--- config.mk ---
export PLATFORM = sky130hd
export DESIGN_NAME = i2s_transmitter
export DESIGN_NICKNAME = d
export VERILOG_FILES = /design/src/rtl/i2s_transmitter.sv
export SDC_FILE = /design/constraint.sdc
export NUM_CORES = 1
export LEC_CHECK = 0
export ABC_AREA = 1
export CORE_MARGIN = 2
export CORE_UTILIZATION = 45
export CTS_BUF_LIST = sky130_fd_sc_hd__clkbuf_4
export CTS_CLUSTER_SIZE = 8
export DETAILED_ROUTE_END_ITERATION = 6
export GPL_TIMING_DRIVEN = 0
export PLACE_DENSITY_LB_ADDON = 0.1
export SLEW_MARGIN = 20
export SYNTH_ARGS = -nofsm -noshare
export SYNTH_HDL_FRONTEND = slang
export SYNTH_SLANG_ARGS = --single-unit
export TNS_END_PERCENT = 20
--- constraint.sdc ---
create_clock -name mclk -period 2.35 [get_ports mclk]
set_clock_uncertainty 0.05 [all_clocks]
set_input_delay 0.235 -clock mclk [delete_from_list [all_inputs] [get_ports mclk]]
set_output_delay 0.235 -clock mclk [all_outputs]
set_load 0.01 [all_outputs]
--- src/rtl/i2s_transmitter.sv ---
// i2s_transmitter
//
// Serialises one stereo PCM pair per frame onto a standard (one-bit delayed) I2S line and
// generates the bit clock and word select from the main clock. Producers hand over a pair
// through a valid/ready handshake into a single-entry holding register. A frame that starts
// with the holding register empty is sent as silence and flagged with an underrun pulse.
//
// Parameters:
//   WIDTH                 sample width in bits, 2 <= WIDTH <= SERIAL_TO_LEFT_RIGHT/2 - 1
//   MAIN_TO_SERIAL        sclk period in mclk cycles (even, >= 4)
//   SERIAL_TO_LEFT_RIGHT  frame (ws) period in sclk cycles (even)
//
// Ports:
//   mclk         in   main clock, all registers on its rising edge
//   rst_n        in   asynchronous active-low reset
//   tx_data_l    in   left sample, two's complement, MSB first on the wire
//   tx_data_r    in   right sample
//   tx_valid     in   pair on tx_data_l/r is valid
//   tx_ready     out  holding register empty; pair accepted on tx_valid && tx_ready
//   sd_tx        out  serial data to the DAC
//   sclk         out  serial bit clock
//   ws           out  word select, 0 = left, 1 = right
//   frame_start  out  one-cycle pulse when a new frame is loaded
//   underrun     out  one-cycle pulse when a frame is loaded with the holding register empty

module i2s_transmitter #(
  parameter int unsigned WIDTH                = 16,
  parameter int unsigned MAIN_TO_SERIAL       = 24,
  parameter int unsigned SERIAL_TO_LEFT_RIGHT = 64
) (
  input  logic             mclk,
  input  logic             rst_n,
  input  logic [WIDTH-1:0] tx_data_l,
  input  logic [WIDTH-1:0] tx_data_r,
  input  logic             tx_valid,
  output logic             tx_ready,
  output logic             sd_tx,
  output logic             sclk,
  output logic             ws,
  output logic             frame_start,
  output logic             underrun
);

  localparam int unsigned HalfDiv = MAIN_TO_SERIAL / 2;
  localparam int unsigned DivW    = (HalfDiv > 1) ? $clog2(HalfDiv) : 1;
  localparam int unsigned SlotW   = $clog2(SERIAL_TO_LEFT_RIGHT);

  localparam logic [DivW-1:0]  DivLast      = DivW'(HalfDiv - 1);
  localparam logic [SlotW-1:0] SlotLast     = SlotW'(SERIAL_TO_LEFT_RIGHT - 1);
  localparam logic [SlotW-1:0] SlotHalf     = SlotW'(SERIAL_TO_LEFT_RIGHT / 2);
  localparam logic [SlotW-1:0] SlotLeftEnd  = SlotW'(WIDTH);
  localparam logic [SlotW-1:0] SlotRightEnd = SlotW'(SERIAL_TO_LEFT_RIGHT / 2 + WIDTH);

  // Clock divider and slot counter
  logic [DivW-1:0]  div_cnt_q, div_cnt_d;
  logic             sclk_q, sclk_d;
  logic [SlotW-1:0] bit_cnt_q, bit_cnt_d;
  logic             ws_q, ws_d;

  // Serial datapath
  logic             sd_q, sd_d;
  logic [WIDTH-1:0] sh_l_q, sh_l_d;
  logic [WIDTH-1:0] sh_r_q, sh_r_d;

  // Single-entry holding register
  logic [WIDTH-1:0] hold_l_q, hold_l_d;
  logic [WIDTH-1:0] hold_r_q, hold_r_d;
  logic             hold_full_q, hold_full_d;

  // Registered status pulses
  logic             frame_start_q, frame_start_d;
  logic             underrun_q, underrun_d;

  logic div_last;
  logic sclk_fall;
  logic slot_last;
  logic frame_load;
  logic accept;

  assign div_last   = (div_cnt_q == DivLast);
  // The divider toggles sclk at its terminal count, so a toggle from 1 is a falling edge.
  assign sclk_fall  = div_last && sclk_q;
  assign slot_last  = (bit_cnt_q == SlotLast);
  assign frame_load = sclk_fall && slot_last;
  assign accept     = tx_valid && !hold_full_q;

  always_comb begin
    div_cnt_d     = div_cnt_q;
    sclk_d        = sclk_q;
    bit_cnt_d     = bit_cnt_q;
    ws_d          = ws_q;
    sd_d          = sd_q;
    sh_l_d        = sh_l_q;
    sh_r_d        = sh_r_q;
    hold_l_d      = hold_l_q;
    hold_r_d      = hold_r_q;
    hold_full_d   = hold_full_q;
    frame_start_d = 1'b0;
    underrun_d    = 1'b0;

    if (div_last) begin
      div_cnt_d = '0;
      sclk_d    = ~sclk_q;
    end else begin
      div_cnt_d = div_cnt_q + DivW'(1);
    end

    // Everything on the wire moves on the sclk falling edge so the DAC sees stable data
    // on the following rising edge.
    if (sclk_fall) begin
      bit_cnt_d = slot_last ? '0 : bit_cnt_q + SlotW'(1);
      ws_d      = (bit_cnt_d >= SlotHalf);
      sd_d      = 1'b0;

      if (frame_load) begin
        // Slot 0 of each half is the I2S delay bit, so the new frame starts with a 0.
        sh_l_d        = hold_full_q ? hold_l_q : '0;
        sh_r_d        = hold_full_q ? hold_r_q : '0;
        frame_start_d = 1'b1;
        underrun_d    = ~hold_full_q;
      end else if (bit_cnt_d <= SlotLeftEnd) begin
        sd_d   = sh_l_q[WIDTH-1];
        sh_l_d = {sh_l_q[WIDTH-2:0], 1'b0};
      end else if ((bit_cnt_d > SlotHalf) && (bit_cnt_d <= SlotRightEnd)) begin
        sd_d   = sh_r_q[WIDTH-1];
        sh_r_d = {sh_r_q[WIDTH-2:0], 1'b0};
      end
    end

    // The load consumes the pre-edge holding state; an accept on the load edge only lands
    // in the register and waits for the next frame. Both cannot coincide with a full
    // register because tx_ready is low then.
    if (frame_load && hold_full_q) begin
      hold_full_d = 1'b0;
    end else if (accept) begin
      hold_full_d = 1'b1;
      hold_l_d    = tx_data_l;
      hold_r_d    = tx_data_r;
    end
  end

  always_ff @(posedge mclk or negedge rst_n) begin
    if (!rst_n) begin
      div_cnt_q     <= '0;
      sclk_q        <= 1'b0;
      bit_cnt_q     <= '0;
      ws_q          <= 1'b0;
      sd_q          <= 1'b0;
      sh_l_q        <= '0;
      sh_r_q        <= '0;
      hold_l_q      <= '0;
      hold_r_q      <= '0;
      hold_full_q   <= 1'b0;
      frame_start_q <= 1'b0;
      underrun_q    <= 1'b0;
    end else begin
      div_cnt_q     <= div_cnt_d;
      sclk_q        <= sclk_d;
      bit_cnt_q     <= bit_cnt_d;
      ws_q          <= ws_d;
      sd_q          <= sd_d;
      sh_l_q        <= sh_l_d;
      sh_r_q        <= sh_r_d;
      hold_l_q      <= hold_l_d;
      hold_r_q      <= hold_r_d;
      hold_full_q   <= hold_full_d;
      frame_start_q <= frame_start_d;
      underrun_q    <= underrun_d;
    end
  end

  assign tx_ready    = ~hold_full_q;
  assign sd_tx       = sd_q;
  assign sclk        = sclk_q;
  assign ws          = ws_q;
  assign frame_start = frame_start_q;
  assign underrun    = underrun_q;

endmodule
==> run metrics, run 1 <==
CP max FO 10; IO Pins 41; arrival time worst endpoint 2.34 ns; Power, Total 2.526 mW; clock sinks 80; post-route ant nets 0; filler instances a little under 800; CTS tree yes; final instance area between 4000 and 5000 um2; Final #Nets ~560; Top FF cell, synth dfrtp_1; Max Freq between 400 and 500 MHz; TritonRoute pass-1 iters 4; Tightest Hold Check Type in -> async; crit path launch type flip-flop; largest net degree at the start of global routing 43; max-cap violations 0; slew margin rel. 65.01%; CP Capture Type flip-flop; crit path time final 2.038 ns; clk buf depth 2; clk slew on worst S/H paths 0.13 ns; # DRC 0; final wirelength 7684 um; Register Area 2002 um2; Vias 2995; Clock Power Share 35.7%; initial antenna violation count 0; worst reg2reg path depth 13; Final Hold Fails 0; Multi-input gate area 1416 um2; core area around 8100 um2; first-pass GRT wire length roughly 14000 um; Setup Buffers After CTS 0; Power Dens Cells about 570 nW/um2; NetSw ~560 uW; slew at the pin closest to its max-slew limit 0.5249 ns; DP HPWL 5317 um; Inserted Diodes 0; num rows 33; Ys Warns 0; die height 94.60 um; reg2reg end sh_r_q[7]; DRT iter0 DRCs 82; commonest cells after routing, fill and taps aside nand2_1, dfrtp_1, nand3_1, clkdlybuf4s50_1, inv_1; Static Leak approximately 2.3 nW; FFs w/ async S/R, synth 100.0%; Worst EP required roughly 2.7 ns; WL/cell 12.26 um; Initial Utilization 45.64%; Syn Inst Count 465; peak supply drop 294.5 uV; register area share after synthesis between 50 and 60%; EDFF count, synth 0; net switching fraction of the power 22.02%; area grow syn2layout 19.28%; reg2reg start bit_cnt_q[0]; vias in the first global route 2926; final setup fails 0; cts repair resizes 0; fraction of layout cells with a size suffix above 1 9.387%; Post-Syn Area per Cell 7.943 um2; worst reg-to-reg setup slack 0.31 ns; RSZ-0062 raised after global routing no; Sequential Power Share 58.4%; GR Util All Layers 19.85%; Die X 94.60 um; H-tree levels 3; post-synthesis cell area 3694 um2; most common cell after layout, fill and taps aside nand2_1; vias per cell 4.777; run status finished, final reports clean; Final Max Tran Viols 0; Combinational Power Share under 10%; final RePlAce weighted congestion 0.7938; global route overflow 0; CTS Hold Bufs 1; Port Buf Inserts 40; critical path class reg -> reg; cts bufs inserted 9; Post-DP Area 4243 um2; Int Power 1.970 mW; clk root buf clkbuf_4; synthesized net count between 500 and 600; synthesized flop and latch total 80; Clk Latency, worst-skew pair 0.42 ns; Die Footprint between 8000 and 9000 um2; post-synth cell types 24; Tcrit/Tclk final 86.73%; total negative slack 0 ns
worst max-delay path, cell delays in order (launching register included):
cell,delay (ns)
dfrtp_1,0.46
ha_1,0.25
nand2_2,0.11
inv_1,0.07
nand2_1,0.08
nand2_1,0.05
nand2_1,0.05
nand2_1,0.12
nor2_2,0.19
nand3_4,0.15
nand2_4,0.13
buf_6,0.15
nand2_1,0.05
nand2_1,0.05
cell usage after synthesis, types with 2 or more instances:
cell	number	area share [%]
dfrtp_1	80	54
nand2_1	225	23
clkbuf_1	5	0.51
nand3_2	2	0.54
inv_2	3	0.30
a21oi_1	3	0.41
ha_1	3	1.0
buf_6	4	1.2
o21ai_1	13	1.8
inv_1	35	3.6
buf_2	10	1.4
nand2_2	5	0.85
o21ai_0	19	2.6
nor2_1	9	0.91
buf_4	2	0.41
nand3_1	39	5.3
worst max path at each step:
stage                 startpoint      endpoint  slack, ns
finish              bit_cnt_q[0]     sh_r_q[7]       0.31
global route        bit_cnt_q[0]     sh_r_q[3]       0.08
CTS                 bit_cnt_q[0]     sh_r_q[7]       0.30
detailed placement  bit_cnt_q[0]     sh_r_q[7]       0.37
global placement           rst_n  hold_l_q[11]      -1.95
floorplan           bit_cnt_q[0]     sh_r_q[2]       0.58
area by class of cell:
class	instances	share of cell area (%)
Buffer	21	2.925
Inverter	39	3.323
Clock buffer	11	1.874
Clock inverter	4	1.590
Sequential cell	80	45.44
Multi-Input combinational cell	325	32.15
Tap cell	105	2.982
Timing Repair Buffer	42	9.713
cells by family (layout without fill, tap and decap cells):
| family | after synthesis | in the layout | share of synthesized area, % |
|---|---|---|---|
| and+or+nand+nor | 287 | 287 | 32.59 |
| DFF | 80 | 80 | 54.20 |
| buffers and inverters | 60 | 117 | 7.452 |
| AOI/OAI and AO/OA | 35 | 35 | 4.742 |
| adders and majority gates | 3 | 3 | 1.016 |
registers in the layout, indices dropped and copies added (netlist names):
signal       count
sclk             1
frame_start      1
div_cnt_q        4
hold_r_q        16
sd_tx            1
underrun         1
sh_l_q          16
hold_full_q      1
sh_r_q          16
ws               1
bit_cnt_q        6
hold_l_q        16
metrics by stage:
stage	hold WS (ns)	util (%)	std cells	setup WS [ns]
5_1_grt	0.2582	54.44	627	0.07877
6_report	0.2532	54.44	627	0.3119
4_1_cts	0.2548	54.44	627	0.2998
2_1_floorplan	-0.1106	-	465	0.5833
3_3_place_gp	0.3961	52.21	610	-1.949
3_5_place_dp	0.1964	52.43	611	0.3707
routing by layer:
metal	global-route usage, %	routed length, um
met2	31.37	3526
met5	0	0
met3	3.352	194
met4	8.937	113
met1	26.95	3851
power by group through the flow:
stage                     Clock, mW  Sequential, mW  Combinational (mW)
after detailed placement          0            1.50               0.152
after global placement            0            1.50               0.145
after floorplan                   0            1.49              0.0526
after global routing          0.985            1.48               0.172
final                         0.901            1.48               0.150
after CTS                     0.929            1.48               0.155
Power figures use the tool's default switching activity.
==> inputs of run 2 (changes only) <==
TNS_END_PERCENT = not set   (was 20)
==> results of run 2 <==
Same layout as run 1: the final DEF is identical, and so are final timing and power.
==> inputs of run 3 (changes only) <==
CORE_ASPECT_RATIO = 1.75   (was not set)
RECOVER_POWER = 100   (was not set)
==> run metrics, run 3 (same netlist as run 1, synthesis figures left out) <==
cts repair resizes 0; worst reg-to-reg setup slack 0.26 ns; global route overflow 0; highest routed layer met4; slew margin rel. 5.213%; final wirelength 7750 um; first-pass GRT wire length 13590 um; Setup Buffers After CTS 0; Multi-input gate area approximately 1400 um2; Initial Utilization 46.39%; Combinational Power Share 6.4%; crit path launch hold_full_q; Register Area between 2000 and 2500 um2; initial antenna violation count 0; TritonRoute pass-1 iters 5; Inserted Diodes 0; Die Footprint 8977 um2; post-route ant nets 0; Final #Nets approximately 560; Slowest Stage Delay on Critical Path 0.63 ns; filler instances 798; Clock Power Share 30.5%; largest net degree at the start of global routing between 50 and 60; Power, Total ~2.3 mW; Vias approximately 3000; crit path time final 2.159 ns; peak supply drop 296.8 uV; WL/cell between 10 and 15 um; Min Hold Slack 0.2653 ns; Static Leak 2.282 nW; reg2reg start hold_full_q; Final Max Tran Viols 0; clk slew on worst S/H paths 0.12 ns; Cell Chain, Critical Path clkbuf_1, inv_1, dlygate4sd3_1; Max Freq 463.1 MHz; Sequential Power Share 63.1%; GR Util All Layers 19.74%; metal3 WL ~220 um; DP HPWL 5535 um; reg2reg end hold_l_q[5]; Layout Cells excl Fill 612; dpl ws 0.3723 ns; final RePlAce weighted congestion about 0.76; Final Hold Fails 0; clock sinks 80; area grow syn2layout 17.38%; Clk Latency, worst-skew pair 0.43 ns; clk buf depth 2; # DRC 0; vias in the first global route 3087; final setup margin 0.1905 ns; max-cap violations 0; crit path launch type flip-flop; vias per cell 4.928; NetSw 543.6 uW; WL met2 slightly above 4000 um; Die X 72.49 um; core area 7963 um2; worst setup path end tx_ready; cts bufs inserted 9; Port Buf Inserts 40; num rows 43; RSZ-0062 raised after global routing no; CTS tree yes; most common cell after layout, fill and taps aside nand2_1; CP max stage cell dlygate4sd3_1; H-tree levels 3; worst reg2reg path depth 8; net switching fraction of the power 23.25%; Inst Count DP ~600; arrival time worst endpoint ~1.9 ns; CTS Hold Bufs 1; WL met1 3245 um; total negative slack 0 ns; Tightest Hold Check Type in -> reg; CP Capture Type primary output; IO Pins 41; critical path class reg -> out; slew at the pin closest to its max-slew limit 1.422 ns; clk root buf clkbuf_4; run status finished, final reports clean; commonest cells after routing, fill and taps aside nand2_1, dfrtp_1, nand3_1; DRT iter0 DRCs 233; final setup fails 0; CP max FO 10; Worst EP required 2.07 ns; Tcrit/Tclk final 91.89%; Power Dens Cells 539.3 nW/um2; die height 123.9 um; Int Power 1.795 mW; fraction of layout cells with a size suffix above 1 around 8.4%
==> run 3: cell count changes in the layout (fill, tap and decap cells not counted), sizes merged <==
cell	previous run	this run
buf	18	10
bufinv	2	0
clkbuf	16	27
clkdlybuf4s50	39	33
clkinv	3	2
dlygate4sd3	1	7
==> run 3: metrics by stage <==
stage	util (%)	area, um2
after global routing	54.45	4335
after CTS	54.65	4352
after detailed placement	53.14	4232
after global placement	52.83	4207
final	54.45	4335
after floorplan	-	3694
==> run 3: critical path: cells and delay by family, from the launching register on <==
kind / cells / cell delay [ns]
buffers and inverters: 3 / 1.12
DFF: 1 / 0.33
==> run 3: final cells by class <==
type | count | area share (%)
multi-input cells | 325 | 32.61
flip-flops and latches | 80 | 46.18
repair buffers | 42 | 9.957
inverters | 39 | 3.377
clock inverters | 1 | 0.1154
well taps | 90 | 2.597
clock buffers | 14 | 2.424
plain buffers | 21 | 2.742
==> run 3: power groups by stage <==
stage          logic (mW)  registers [mW]  clock network (mW)
2_1_floorplan      0.0526            1.49                   0
3_3_place_gp        0.144            1.50                   0
3_5_place_dp        0.152            1.50                   0
4_1_cts             0.155            1.48               0.744
5_1_grt             0.174            1.48               0.794
6_report            0.149            1.47               0.714
==> run 3: layer usage <==
| metal | GRT usage [%] | up-vias |
|---|---|---|
| met4 | 8.218 | 0 |
| met2 | 34.81 | 44 |
| met3 | 4.288 | 11 |
| met1 | 22.93 | 1420 |
| met5 | 0 | - |
| li1 | - | 1541 |
==> run 3: how the worst min path moves through the flow <==
stage               cells past startpoint           end          from
finish                                  3   hold_r_q[2]  tx_data_r[2]
global route                            3   hold_r_q[9]  tx_data_r[9]
CTS                                     2  bit_cnt_q[1]         rst_n
detailed placement                      1  bit_cnt_q[2]         rst_n
global placement                        2     sh_r_q[0]   hold_r_q[0]
floorplan                               0  bit_cnt_q[0]         rst_n
==> patch (flow settings as in run 2) <==
Take the reset off `sh_r_q` and load it in a clocked block of its own.
--- a/src/rtl/i2s_transmitter.sv
+++ b/src/rtl/i2s_transmitter.sv
@@ -148,5 +148,4 @@
       sd_q          <= 1'b0;
       sh_l_q        <= '0;
-      sh_r_q        <= '0;
       hold_l_q      <= '0;
       hold_r_q      <= '0;
@@ -161,5 +160,4 @@
       sd_q          <= sd_d;
       sh_l_q        <= sh_l_d;
-      sh_r_q        <= sh_r_d;
       hold_l_q      <= hold_l_d;
       hold_r_q      <= hold_r_d;
@@ -168,4 +166,8 @@
       underrun_q    <= underrun_d;
     end
+  end
+
+  always_ff @(posedge mclk) begin
+    sh_r_q <= sh_r_d;
   end
 
Function: no difference found for any inputs over 10 cycles, from zero or initial values and one cycle with rst_n low; that may be too few to reach the edited logic, so the function may still have changed.
==> patch against run 2 <==
Synthesized area down 2.0%. Non-clock buffer count down 4. Setup slack lost 11 ps. Sequential share of layout area grew 2.0 points. Sequential cell count is the same. Critical endpoint is now sh_r_q[15]. Fmax fell by 0.55%. Combinational power shrank 45%. Die area is 1.9% lower. Total power fell by 0.38%. Routed wire length fell by 9.7%. Global-route usage shrank 2.3 points. Final area decreased by 0.34%.
==> patch: results (changes against run 2) <==
first-pass GRT wire length 11900 um (-12%); sequential cells 80 (unchanged); routed length per instance 13.5 um (+10%); Leakage 1.97 nW (-14%); Placed Instances 495 (-19%); CTS clock-pin slew for the worst setup and hold paths ~140 ps; buffering overhead 12.8% (+0.16 points); CP arrival 2130 ps (-210 ps); DIE WIDTH 93.7 um (-0.96%); number of flops mapped to enable cells by yosys 16 (+16); syn_nets 390 (-22%); Placement Cell Area 0.00417 sq mm (-1.7%); via/cell ratio 4.91 (+2.9%); Non-clk invs 29 (-26%); fraction of area in registers 47.4% (+2.0 points); layout cells sized above 1 22.6% (+13 points); Final nets 444 (-20%); Crit path largest cell delay 500 ps (+40 ps); DRT iter0 DRCs 102 (+24%); Non-clock buffers 59 (-6.3%); top post-synthesis cells by area dfrtp_1 (44%), edfxtp_1 (13%), nand2_1 (11%); Clock buf/inv share 4.19% (+0.72 points); worst slew pin tran 458 ps (-67.3 ps); Async S/R FF share, synth 80.0% (-20 points); #MultiIn Comb 227 (-30%); area of the multi-input gates 0.00133 sq mm (-6.4%); Seq/Total Area, Yosys 57.5% (+3.3 points); Syn Area/Cell 10.3 sq um (+29%); Synth top cells by count nand2_1 (103), dfrtp_1 (64), mux2_2 (31), o21ai_1 (29), inv_1 (24); Critical path origin bit_cnt_q[0]; Min-Delay Path Class in2async; pin count of the biggest net entering global routing 37 (-14%); clock buf count 10 (-1); dpl hpwl 4770 um (-10%); pre-CTS WS -58.6 ps (-429 ps); maximum vdd ir drop 0.000339 V (+15%); Filler cells 688 (-13%); GRT Util Overall 17.5% (-2.3 points); final instance area 0.00439 sq mm (-0.34%); DR pass1 iterations 4 (unchanged); routability congestion estimate from global placement 0.781 (-1.6%); Max FO, Critical Path 16 (+6); status finished clean; post-CTS sizing 1 (+1); CTS H-tree lvls 3 (unchanged); vias in the first global route 2483 (-15%); Largest delay share family, worst path simple AND/OR/NAND/NOR gates; Bufs on Longest Clock Path 2 (unchanged); post-synth cell types 27 (+13%); fin cells 513 (-18%)
patch: metal layers:
metal | vias up | GRT usage [%] | wire length [um]
li1 | 1263 | - | -
met1 | 1213 | 24.9 | 3410
met2 | 38 | 26.8 | 3220
met3 | 7 | 2.89 | 233
met4 | 0 | 7.25 | 76
met5 | - | 0 | 0
patch: final timing paths:
check                               end  slack (ps)  depth (start not counted)
max in group asynchronous   hold_r_q[0]        1510                          3
min                         hold_r_q[3]         220                          2
min in group mclk           hold_r_q[0]         340                          3
min reg2reg                div_cnt_q[0]         430                          1
max reg2reg                  sh_r_q[15]         300                         10
max                          sh_r_q[15]         300                         10
patch: report_power, final:
group	internal, W	leakage [nW]	switching, W
clock network	0.000549	0.100	0.000474
logic	0.0000533	0.908	0.0000297
registers	0.00141	0.965	0
patch: cell families after synthesis:
group           Yosys count  share of synthesized area [%]
buf+inv                  45                           6.15
flops                    80                           57.5
xor+xnor                  1                          0.242
fa+ha+maj                 3                           1.04
mux                      31                           9.64
compound gates           54                           8.61
simple gates            138                           16.8
